==> src/rtl/vga_timing_gen.sv <==
// VGA raster timing: pixel/line counters, display enable, start-of-line/frame strobes,
// frame counter and active-low syncs delayed to match the downstream colour pipeline.
module vga_timing_gen #(
  parameter int H_VISIBLE  = 640,
  parameter int H_FP       = 16,
  parameter int H_SYNC     = 96,
  parameter int H_BP       = 48,
  parameter int V_VISIBLE  = 480,
  parameter int V_FP       = 10,
  parameter int V_SYNC     = 2,
  parameter int V_BP       = 33,
  parameter int PIPE_DELAY = 1
) (
  input  logic        vga_clk,
  input  logic        reset_n,
  output logic [9:0]  DrawX,
  output logic [9:0]  DrawY,
  output logic        blank,
  output logic        hs,
  output logic        vs,
  output logic        line_start,
  output logic        frame_start,
  output logic [15:0] frame_count
);

  localparam int H_TOTAL = H_VISIBLE + H_FP + H_SYNC + H_BP;
  localparam int V_TOTAL = V_VISIBLE + V_FP + V_SYNC + V_BP;

  localparam logic [9:0] H_LAST   = 10'(H_TOTAL - 1);
  localparam logic [9:0] V_LAST   = 10'(V_TOTAL - 1);
  localparam logic [9:0] H_VIS    = 10'(H_VISIBLE);
  localparam logic [9:0] V_VIS    = 10'(V_VISIBLE);
  localparam logic [9:0] HS_START = 10'(H_VISIBLE + H_FP);
  localparam logic [9:0] HS_END   = 10'(H_VISIBLE + H_FP + H_SYNC);
  localparam logic [9:0] VS_START = 10'(V_VISIBLE + V_FP);
  localparam logic [9:0] VS_END   = 10'(V_VISIBLE + V_FP + V_SYNC);

  logic [9:0]            h_cnt_reg, h_cnt_next;
  logic [9:0]            v_cnt_reg, v_cnt_next;
  logic                  run_reg;
  logic                  blank_reg;
  logic                  line_start_reg;
  logic                  frame_start_reg;
  logic [15:0]           frame_count_reg;
  logic [PIPE_DELAY-1:0] hs_pipe_reg;
  logic [PIPE_DELAY-1:0] vs_pipe_reg;
  logic                  h_wrap, v_wrap;
  logic                  hs_raw, vs_raw;

  // The first edge after reset holds the counters at (0,0) so that position is
  // presented with its strobes before counting starts.
  always_comb begin
    h_wrap     = (h_cnt_reg == H_LAST);
    v_wrap     = (v_cnt_reg == V_LAST);
    h_cnt_next = h_cnt_reg;
    v_cnt_next = v_cnt_reg;
    if (run_reg) begin
      h_cnt_next = h_wrap ? 10'd0 : h_cnt_reg + 10'd1;
      if (h_wrap) begin
        v_cnt_next = v_wrap ? 10'd0 : v_cnt_reg + 10'd1;
      end
    end
    hs_raw = !((h_cnt_reg >= HS_START) && (h_cnt_reg < HS_END));
    vs_raw = !((v_cnt_reg >= VS_START) && (v_cnt_reg < VS_END));
  end

  // Decoded outputs are registered from the next counter values so they line up
  // with DrawX/DrawY and can be forced low during reset.
  always_ff @(posedge vga_clk) begin
    if (!reset_n) begin
      run_reg         <= 1'b0;
      h_cnt_reg       <= '0;
      v_cnt_reg       <= '0;
      blank_reg       <= 1'b0;
      line_start_reg  <= 1'b0;
      frame_start_reg <= 1'b0;
      frame_count_reg <= '0;
      hs_pipe_reg     <= '1;
      vs_pipe_reg     <= '1;
    end else begin
      run_reg         <= 1'b1;
      h_cnt_reg       <= h_cnt_next;
      v_cnt_reg       <= v_cnt_next;
      blank_reg       <= (h_cnt_next < H_VIS) && (v_cnt_next < V_VIS);
      line_start_reg  <= (h_cnt_next == 10'd0);
      frame_start_reg <= (h_cnt_next == 10'd0) && (v_cnt_next == 10'd0);
      if (run_reg && h_wrap && v_wrap) begin
        frame_count_reg <= frame_count_reg + 16'd1;
      end
      hs_pipe_reg[0] <= hs_raw;
      vs_pipe_reg[0] <= vs_raw;
      for (int i = 1; i < PIPE_DELAY; i++) begin
        hs_pipe_reg[i] <= hs_pipe_reg[i-1];
        vs_pipe_reg[i] <= vs_pipe_reg[i-1];
      end
    end
  end

  assign DrawX       = h_cnt_reg;
  assign DrawY       = v_cnt_reg;
  assign blank       = blank_reg;
  assign line_start  = line_start_reg;
  assign frame_start = frame_start_reg;
  assign frame_count = frame_count_reg;
  assign hs          = hs_pipe_reg[PIPE_DELAY-1];
  assign vs          = vs_pipe_reg[PIPE_DELAY-1];

endmodule
==> config.mk <==
export PLATFORM = sky130hd
export DESIGN_NAME = vga_timing_gen
export DESIGN_NICKNAME = d
export VERILOG_FILES = /design/src/rtl/vga_timing_gen.sv
export SDC_FILE = /design/constraint.sdc
export NUM_CORES = 1
export LEC_CHECK = 0
export CORE_AREA = 2 2 73 75
export DETAILED_ROUTE_END_ITERATION = 16
export DIE_AREA = 0 0 75 77
export GPL_TIMING_DRIVEN = 0
export PLACE_DENSITY = 0.76
export SLEW_MARGIN = 10
export SYNTH_ARGS = -nofsm -noshare
export SYNTH_HDL_FRONTEND = slang
export SYNTH_SLANG_ARGS = --single-unit
==> constraint.sdc <==
create_clock -name vga_clk -period 3 [get_ports vga_clk]
set_clock_uncertainty 0.1 [all_clocks]
set_input_delay 0.6 -clock vga_clk [delete_from_list [all_inputs] [get_ports vga_clk]]
set_output_delay 0.6 -clock vga_clk [all_outputs]
set_load 0.05 [all_outputs]
Word-level counts from Yosys, hierarchy flattened --
Cells that the tools add are included.
Word-level totals: bits in latches 0, bits in writable memories 0, memories 0, memory bits (read-only) 0, word-level logic and storage cells 36, input bits 2, output and inout port bits 41, flip-flop bits (word level) 42
Cells by class: reductions and logical operators 10, bitwise gates (word level) 0, shift operators 0, add/sub/neg operators 3, muxes and demuxes 6, order comparisons 6, divide/modulo/power cells 0, eq/ne operators 2, multipliers 0
Operators with widths (count):
- 10-bit 2-to-1 mux | 5
- 10-bit by 1-bit adder with 10-bit output, second input constant | 2
- 10-bit == test, second input constant | 2
- 10-bit logical NOT | 2
- 10-bit less-than comparator, second input constant | 2
- 10-bit by 9-bit less-than comparator with 1-bit output, second input constant | 2
- 16-bit by 1-bit adder with 16-bit output, second input constant | 1
- 10-bit >= comparator, second input constant | 1
- 10-bit by 9-bit >= comparator with 1-bit output, second input constant | 1
- 1-bit logical AND | 6
- 1-bit logical NOT | 2
- 1-bit 2-to-1 mux | 1

Depth between registers and ports, before layout --
depth after elaboration 6, depth in mapped cells 9, gate-level depth less buffers 8

Least setup slack after synthesis --
OpenSTA, ideal clock, no wires.
path type reg2reg, start point reg v_cnt_reg[0], in the netlist DrawY[0], end point reg blank_reg, in the netlist blank, path buffers 1, setup time 122 ps, stages on the path, launching flop included 8, period minus slack after synthesis 2523 ps, required time 2778 ps, setup slack 477 ps, data arrival time 2301 ps, cell sequence dfxtp_1 > inv_1 > ha_1 > and4bb_1 > and4_4 > buf_6 > o41a_1 > o311a_1
On the way: longest elaborated chain between the ends 6, elaborated cells on any way between the ends 7, those cells by class add/sub: 1; order compare: 1; eq/ne: 1; mux: 3; reduce/logical: 1
RTL lines:
- start: declaration | RTL line 39 | logic [9:0] v_cnt_reg, v_cnt_next;
- start signal: assignment | RTL line 83 | v_cnt_reg <= v_cnt_next;
- 10-bit by 1-bit adder with 10-bit output or 10-bit == test (tied branches) | RTL line 60, 54
- 10-bit 2-to-1 mux | RTL line 60 | v_cnt_next = v_wrap ? 10'd0 : v_cnt_reg + 10'd1;
- 10-bit 2-to-1 mux | RTL line 59 | if (h_wrap) begin
- 10-bit 2-to-1 mux (*) | RTL line 57 | if (run_reg) begin
- 10-bit by 9-bit less-than comparator with 1-bit output (*) | RTL line 84 | blank_reg <= (h_cnt_next < H_VIS) && (v_cnt_next < V_VIS);
- 1-bit logical AND (*) | RTL line 84
- end signal: assignment | RTL line 84
- end: declaration | RTL line 41 | logic blank_reg;
Every way passes the cells marked *; elsewhere a longest branch is shown, timed or not. A chain may end at the register's enable or synchronous reset.

Final worst setup path --
start point reg h_cnt_reg[0], in the netlist DrawX[0], end point reg frame_start_reg, in the netlist frame_start
On the way: longest elaborated chain between the ends 5, elaborated cells on any way between the ends 9, those cells by class add/sub: 1; eq/ne: 1; mux: 4; reduce/logical: 3
RTL lines:
- start: declaration | RTL line 38 | logic [9:0] h_cnt_reg, h_cnt_next;
- start signal: assignment | RTL line 82 | h_cnt_reg <= h_cnt_next;
- 10-bit by 1-bit adder with 10-bit output or 10-bit == test (tied branches) | RTL line 58, 53
- 10-bit 2-to-1 mux, on equally long branches | RTL line 58, 59
- 10-bit 2-to-1 mux | RTL line 57
- 10-bit logical NOT | RTL line 86 | frame_start_reg <= (h_cnt_next == 10'd0) && (v_cnt_next == 10'd0);
- 1-bit logical AND (*) | RTL line 86
- end signal: assignment | RTL line 86
- end: declaration | RTL line 43 | logic frame_start_reg;
Marks and branches as above.

==> results.json <==
{
  "finalCritPeriodShare_pct": 81.5,
  "dpl_cell_area_um2": 2910,
  "synth.most_common_cell": "dfxtp_1",
  "async_reset_ff_share_pct": 0,
  "endpoint_kind": "flip-flop",
  "rr_worst_depth": 8,
  "clock-sinks": 42,
  "cpMaxStageDelayCell": "dfxtp_1",
  "wl_per_cell_um": 13.6,
  "ctsLongestPathBuffers": 2,
  "dp_slack_ps": 615,
  "synthToLayoutAreaGrowth_pct": 25.7,
  "synth_edf_count": 0,
  "crit_chain": "ha_1 > and3_1 > buf_4 > nand4_2 > clkbuf_1 > o21ai_1 > nand3_1 > nor4b_1",
  "n_antenna_cell": 0,
  "drcViolationCount": 0,
  "largest_reg_flops": 16,
  "post_cts_buffers": 0,
  "holdPathStages": 2,
  "power.internal_w": 0.000839,
  "gp_congestion": 0.950,
  "vias_per_cell": 5.46,
  "rrSetupSlack_ps": 550,
  "via_count": 2178,
  "synth_top_cell_area_share_pct": 35.0,
  "finalSetupTns_ps": 0,
  "hold_path_startpoint": "frame_count[1]",
  "rr_startpoint": "DrawX[0]",
  "port_buffers": 42,
  "synthesis.area_um2": 2400,
  "drt-total-wl_mm": 5.42,
  "p_leak_nw": 1.14,
  "yosys_warnings": 0,
  "required_ps": 3070,
  "synth_cells": 279,
  "syn_area_per_cell_um2": 8.61,
  "fp.dieW_um": 75,
  "fmax_mhz": 409,
  "synth_nets": 287,
  "arrival_ps": 2520,
  "place_hpwl_mm": 3.88,
  "outcome": "complete, no violations",
  "drv_slew": 0,
  "die-area_um2": 5780,
  "holdBufCountCts": 0,
  "timing_hold_violations_final": 0,
  "cts.clk_slew.worst_paths_ps": 80,
  "synth_area_leaders": "dfxtp_1 35%, and2_1 5.5%, xnor2_1 5.1%",
  "ys_ff_latch": 42,
  "start_util_pct": 48.3,
  "switching_power_w": 0.000253,
  "pin_count": 43,
  "final_cells": 399,
  "criticalPathCategory": "flip-flop to flip-flop",
  "setup_ws_ps": 555,
  "grt_max_degree": 14,
  "grt_pass1_vias": 1960,
  "synth_top_area_cell": "dfxtp_1",
  "holdWs_ps": 434,
  "crit_family": "simple AND/OR/NAND/NOR gates",
  "htreeDepth": 2,
  "die_h_um": 77,
  "fin_area_um2": 3020,
  "final-setup-viol-count": 0,
  "rows": 26,
  "timing.rr.end": "frame_start",
  "hp-class": "flip-flop to flip-flop",
  "max-cap-violations": 0,
  "drtAntennaViolNets": 0,
  "first_pass_iters": 4,
  "combinationalPowerShare_pct": 7.1,
  "hold_path_end": "frame_count[1]",
  "critical_path_buf_inv_count": 2,
  "dp.cells": 391,
  "antenna_found_initial": 0,
  "fp.coreArea_um2": 4980,
  "drtIter0Drc": 160,
  "layout_min_cycle_time_ps": 2450,
  "root_buffer": "clkbuf_8",
  "rsz0062_at_grt": "false",
  "critPathLaunchType": "flip-flop",
  "grt_pass1_wl_mm": 9.11,
  "slew_headroom_pct": 65.2,
  "clk_latency_ps": 290,
  "power_frac_clock_pct": 40.6,
  "max_stage_delay_ps": 480,
  "tightestPinTransition_ps": 518,
  "seq_area_frac_synth_pct": 35.0,
  "cts_resized": 0,
  "power.sequential.fraction_pct": 52.3,
  "power_density_nw_per_um2": 362,
  "yosys-top-cells-count": "42 x dfxtp_1, 21 x and2_1, 20 x nand2_1",
  "ir_drop_v": 0.000235,
  "crit_fanout": 10,
  "cts_tree": "yes",
  "overflow": 0,
  "drive_gt1_share_pct": 8.51,
  "synth_flop_cell": "dfxtp_1",
  "cts_buffers": 5,
  "sw_frac_of_total_pct": 23.2,
  "grt_usage_pct": 19.8,
  "synth_cell_types": 52,
  "nets": 336
}
[worst max-delay path by stage]
stage	endpoint	slack, ps	from	cells past startpoint
after global routing	frame_start	380	DrawX[0]	8
final	frame_start	550	DrawX[0]	8
after floorplan	blank	480	DrawY[0]	7
after CTS	frame_start	590	DrawX[0]	8
after global placement	frame_start	610	DrawX[1]	8
after detailed placement	frame_start	610	DrawX[0]	8
[layout by cell type, fill, tap and decap left out, types with 8 or more instances in the layout]
cell type,netlist,final
and2_1,21,21
clkdlybuf4s50_1,0,42
dfxtp_1,42,42
inv_1,8,8
nand2_1,20,20
nand3_1,15,15
nand4_1,10,10
nor2_1,15,15
nor3_1,13,13
o21ai_0,11,11
xnor2_1,14,14
xor2_1,12,12
[metal layers]
layer	up-vias	global-route usage (%)	share of wire, %
met5	-	0	0
met3	13	2.76	4.9
met2	63	31.0	46
li1	1093	-	-
met1	1009	27.1	47
met4	0	7.50	2.1
[metrics by stage]
step	total power, W	utilization (%)
after floorplan	0.000637	-
after global placement	0.000662	58.5
after detailed placement	0.000663	58.5
after CTS	0.00111	60.7
after global routing	0.00113	60.7
final	0.00109	60.7
[cell families (layout without fill, tap and decap cells)]
group | after synthesis | in the layout | synth area share, %
compound gates | 39 | 39 | 10.6
mux | 3 | 3 | 1.30
fa+ha+maj | 6 | 6 | 3.12
flops | 42 | 42 | 35.0
buf+inv | 26 | 76 | 5.47
xor+xnor | 26 | 26 | 9.48
simple gates | 137 | 137 | 35.0
[worst register-to-register path, cell delays in order, from the launching register on]
cell,delay [ps]
dfxtp_1,480
ha_1,240
and3_1,160
buf_4,150
nand4_2,170
clkbuf_1,280
o21ai_1,230
nand3_1,130
nor4b_1,380
[power groups by stage]
| stage | logic [W] | clock network (W) | registers [W] |
|---|---|---|---|
| after global routing | 0.0000823 | 0.000479 | 0.000573 |
| after floorplan | 0.0000294 | 0 | 0.000608 |
| after CTS | 0.0000784 | 0.000455 | 0.000572 |
| after global placement | 0.0000772 | 0 | 0.000584 |
| after detailed placement | 0.0000783 | 0 | 0.000585 |
| final | 0.0000772 | 0.000443 | 0.000571 |
[area by class of cell]
type / instances / area, um^2
buffer: 18 / 101
clock buffer: 5 / 68.8
clock inverter: 3 / 40.0
fill: 448 / 1960
inverter: 8 / 30.0
multi-input combinational: 211 / 1430
sequential: 42 / 841
tap: 70 / 87.6
timing repair buffer: 42 / 420
Power figures use the tool's default switching activity.
==> edit: new RTL, same settings <==
The parameter `PIPE_DELAY` goes from 1 to 0.
--- a/src/rtl/vga_timing_gen.sv
+++ b/src/rtl/vga_timing_gen.sv
@@ -9,7 +9,7 @@
   parameter int V_FP       = 10,
   parameter int V_SYNC     = 2,
   parameter int V_BP       = 33,
-  parameter int PIPE_DELAY = 1
+  parameter int PIPE_DELAY = 0
 ) (
   input  logic        vga_clk,
   input  logic        reset_n,
Formal check against the unedited RTL: same outputs for any inputs over 10 cycles, from zero or initial values and one cycle with reset_n low; that may be too few to reach the edited logic, so the function may still have changed.
==> edit against the unedited design <==
Worst hold slack lost 28 ps. Sequential cell count shrank 2. Cell area shrank 8.2%. Synthesized area shrank 9.7%. Wire length shrank 14%. Total power shrank 0.20%. Non-clock buffer count shrank 3. Worst setup slack lost 140 ps. Critical path type unchanged. Largest cell class unchanged. Largest power group unchanged.
==> edit: results (changes against the unedited design) <==
* Fillers at 487 (was 448)
* Cts repair resizes at 0 (unchanged)
* Max_slew headroom at 0.586 (was 0.652)
* Max stage delay on crit path at 510 ps (was 480 ps)
* Clk_lat worst skew at 300 ps
* Slowest cell on the critical path: or4_1 (was dfxtp_1)
* CP arrival at 2720 ps (was 2520 ps)
* Port Buffers at 40 (was 42)
* CTS clk-pin slew, worst paths at 80 ps (about the same)
* Setup WS pre-CTS at 453 ps (was 615 ps)
* Area contributors post-synth: dfxtp_1 (37%), xnor2_1 (6.5%), and2_1 (6.1%), xor2_1 (4.4%), nand2_1 (4.2%) (was dfxtp_1 (35%), and2_1 (5.5%), xnor2_1 (5.1%), xor2_1 (4.4%), ha_1 (3.1%))
* Vias per std cell at 5.06 (was 5.46)
* Final GP Congestion at 0.884 (was 0.950)
* Top_reg_cell synth: dfxtp_1 (unchanged)
* Status: completed (unchanged)
* Setup tns final at 0 ps (unchanged)
* Seq/Total Area, Yosys at 0.369 (was 0.350)
* Clock Tree Buf Depth at 2 (unchanged)
* Total Routing Usage GR at 0.174 (was 0.198)
* First-pass GRT wire length at 7870 µm (was 9110 µm)
* Routed WL per cell at 12.5 µm (was 13.6 µm)
* Static leakage at 0.000960 µW (was 0.00114 µW)
* CP Max Fanout at 8 (was 10)
* Detail Placement HPWL at 3410 µm (was 3880 µm)
* Vias in the first global route at 1744 (was 1960)
* Maximum VDD drop at 0.243 mV (was 0.235 mV)
* Placed cell area at 2660 µm² (was 2910 µm²)
* Worst R2R Start: DrawY[0] (was DrawX[0])
* Largest net degree at the start of global routing at 14 (unchanged)
* DR iter-0 viols at 83 (was 160)
* Proportion of layout cells with a drive suffix above 1 at 0.0719 (was 0.0851)
* Fin nets at 311 (was 336)
* Unique cell type count in the Yosys netlist at 46 (was 52)
* Top post-synthesis cells by count: dfxtp_1 (40), nand2_1 (24), and2_1 (21) (was dfxtp_1 (42), and2_1 (21), nand2_1 (20))
* Worst hold path startpoint: frame_count[10] (was frame_count[1])
[edit: layer usage]
layer / track usage / vias to the layer above / routed length, µm
li1: - / 992 / -
met1: 0.224 / 866 / 2160
met2: 0.275 / 41 / 2190
met3: 0.0486 / 5 / 258
met4: 0.0643 / 0 / 75
met5: 0 / - / 0
[edit: worst reg2reg max path, stage by stage, from the launching register on]
cell and delay, ps:
dfxtp_1 330, clkbuf_1 210, inv_1 130, ha_1 190, and2_1 170, nand4_2 220
or4_1 510, buf_2 180, or3_1 350, a21boi_1 150
[edit: final timing paths]
path                     end  slack [ps]  depth (start not counted)
max          frame_count[10]         410                          9
min          frame_count[10]         410                          2
max reg2reg  frame_count[10]         410                          9
min reg2reg  frame_count[10]         410                          2
[edit: cell type report]
| type | instances | area (µm²) | share of cell area |
|---|---|---|---|
| inverters | 6 | 22.5 | 0.00812 |
| clock buffers | 5 | 68.8 | 0.0248 |
| multi-input cells | 195 | 1270 | 0.457 |
| clock inverters | 3 | 42.5 | 0.0153 |
| flip-flops and latches | 40 | 801 | 0.289 |
| repair buffers | 40 | 400 | 0.144 |
| well taps | 70 | 87.6 | 0.0316 |
| plain buffers | 17 | 82.6 | 0.0298 |
[edit: power by group]
part / leakage, µW / internal (µW) / switching [µW]
logic: 0.000582 / 36.8 / 65.2
registers: 0.000324 / 540 / 7.18
clock network: 0.0000541 / 246 / 194
total: 0.000960 / 823 / 267
[edit: stage by stage]
| stage | power (µW) | hold WS, ps | cells |
|---|---|---|---|
| finish | 1090 | 406 | 376 |
| global placement | 661 | 378 | 368 |
| global route | 1130 | 432 | 376 |
| CTS | 1100 | 409 | 376 |
| floorplan | 632 | 527 | 258 |
| detailed placement | 662 | 397 | 368 |
[edit: logic make-up (layout without fill, tap and decap cells)]
logic type	count (synthesis)	after routing	synth area share
other	1	2	0.00173
DFF	40	40	0.369
adders and majority gates	4	4	0.0231
xor gates and xnor gates	27	27	0.109
buffers and inverters	23	71	0.0484
and+or+nand+nor	121	121	0.318
AOI/OAI and AO/OA	40	40	0.126
muxes	1	1	0.00461
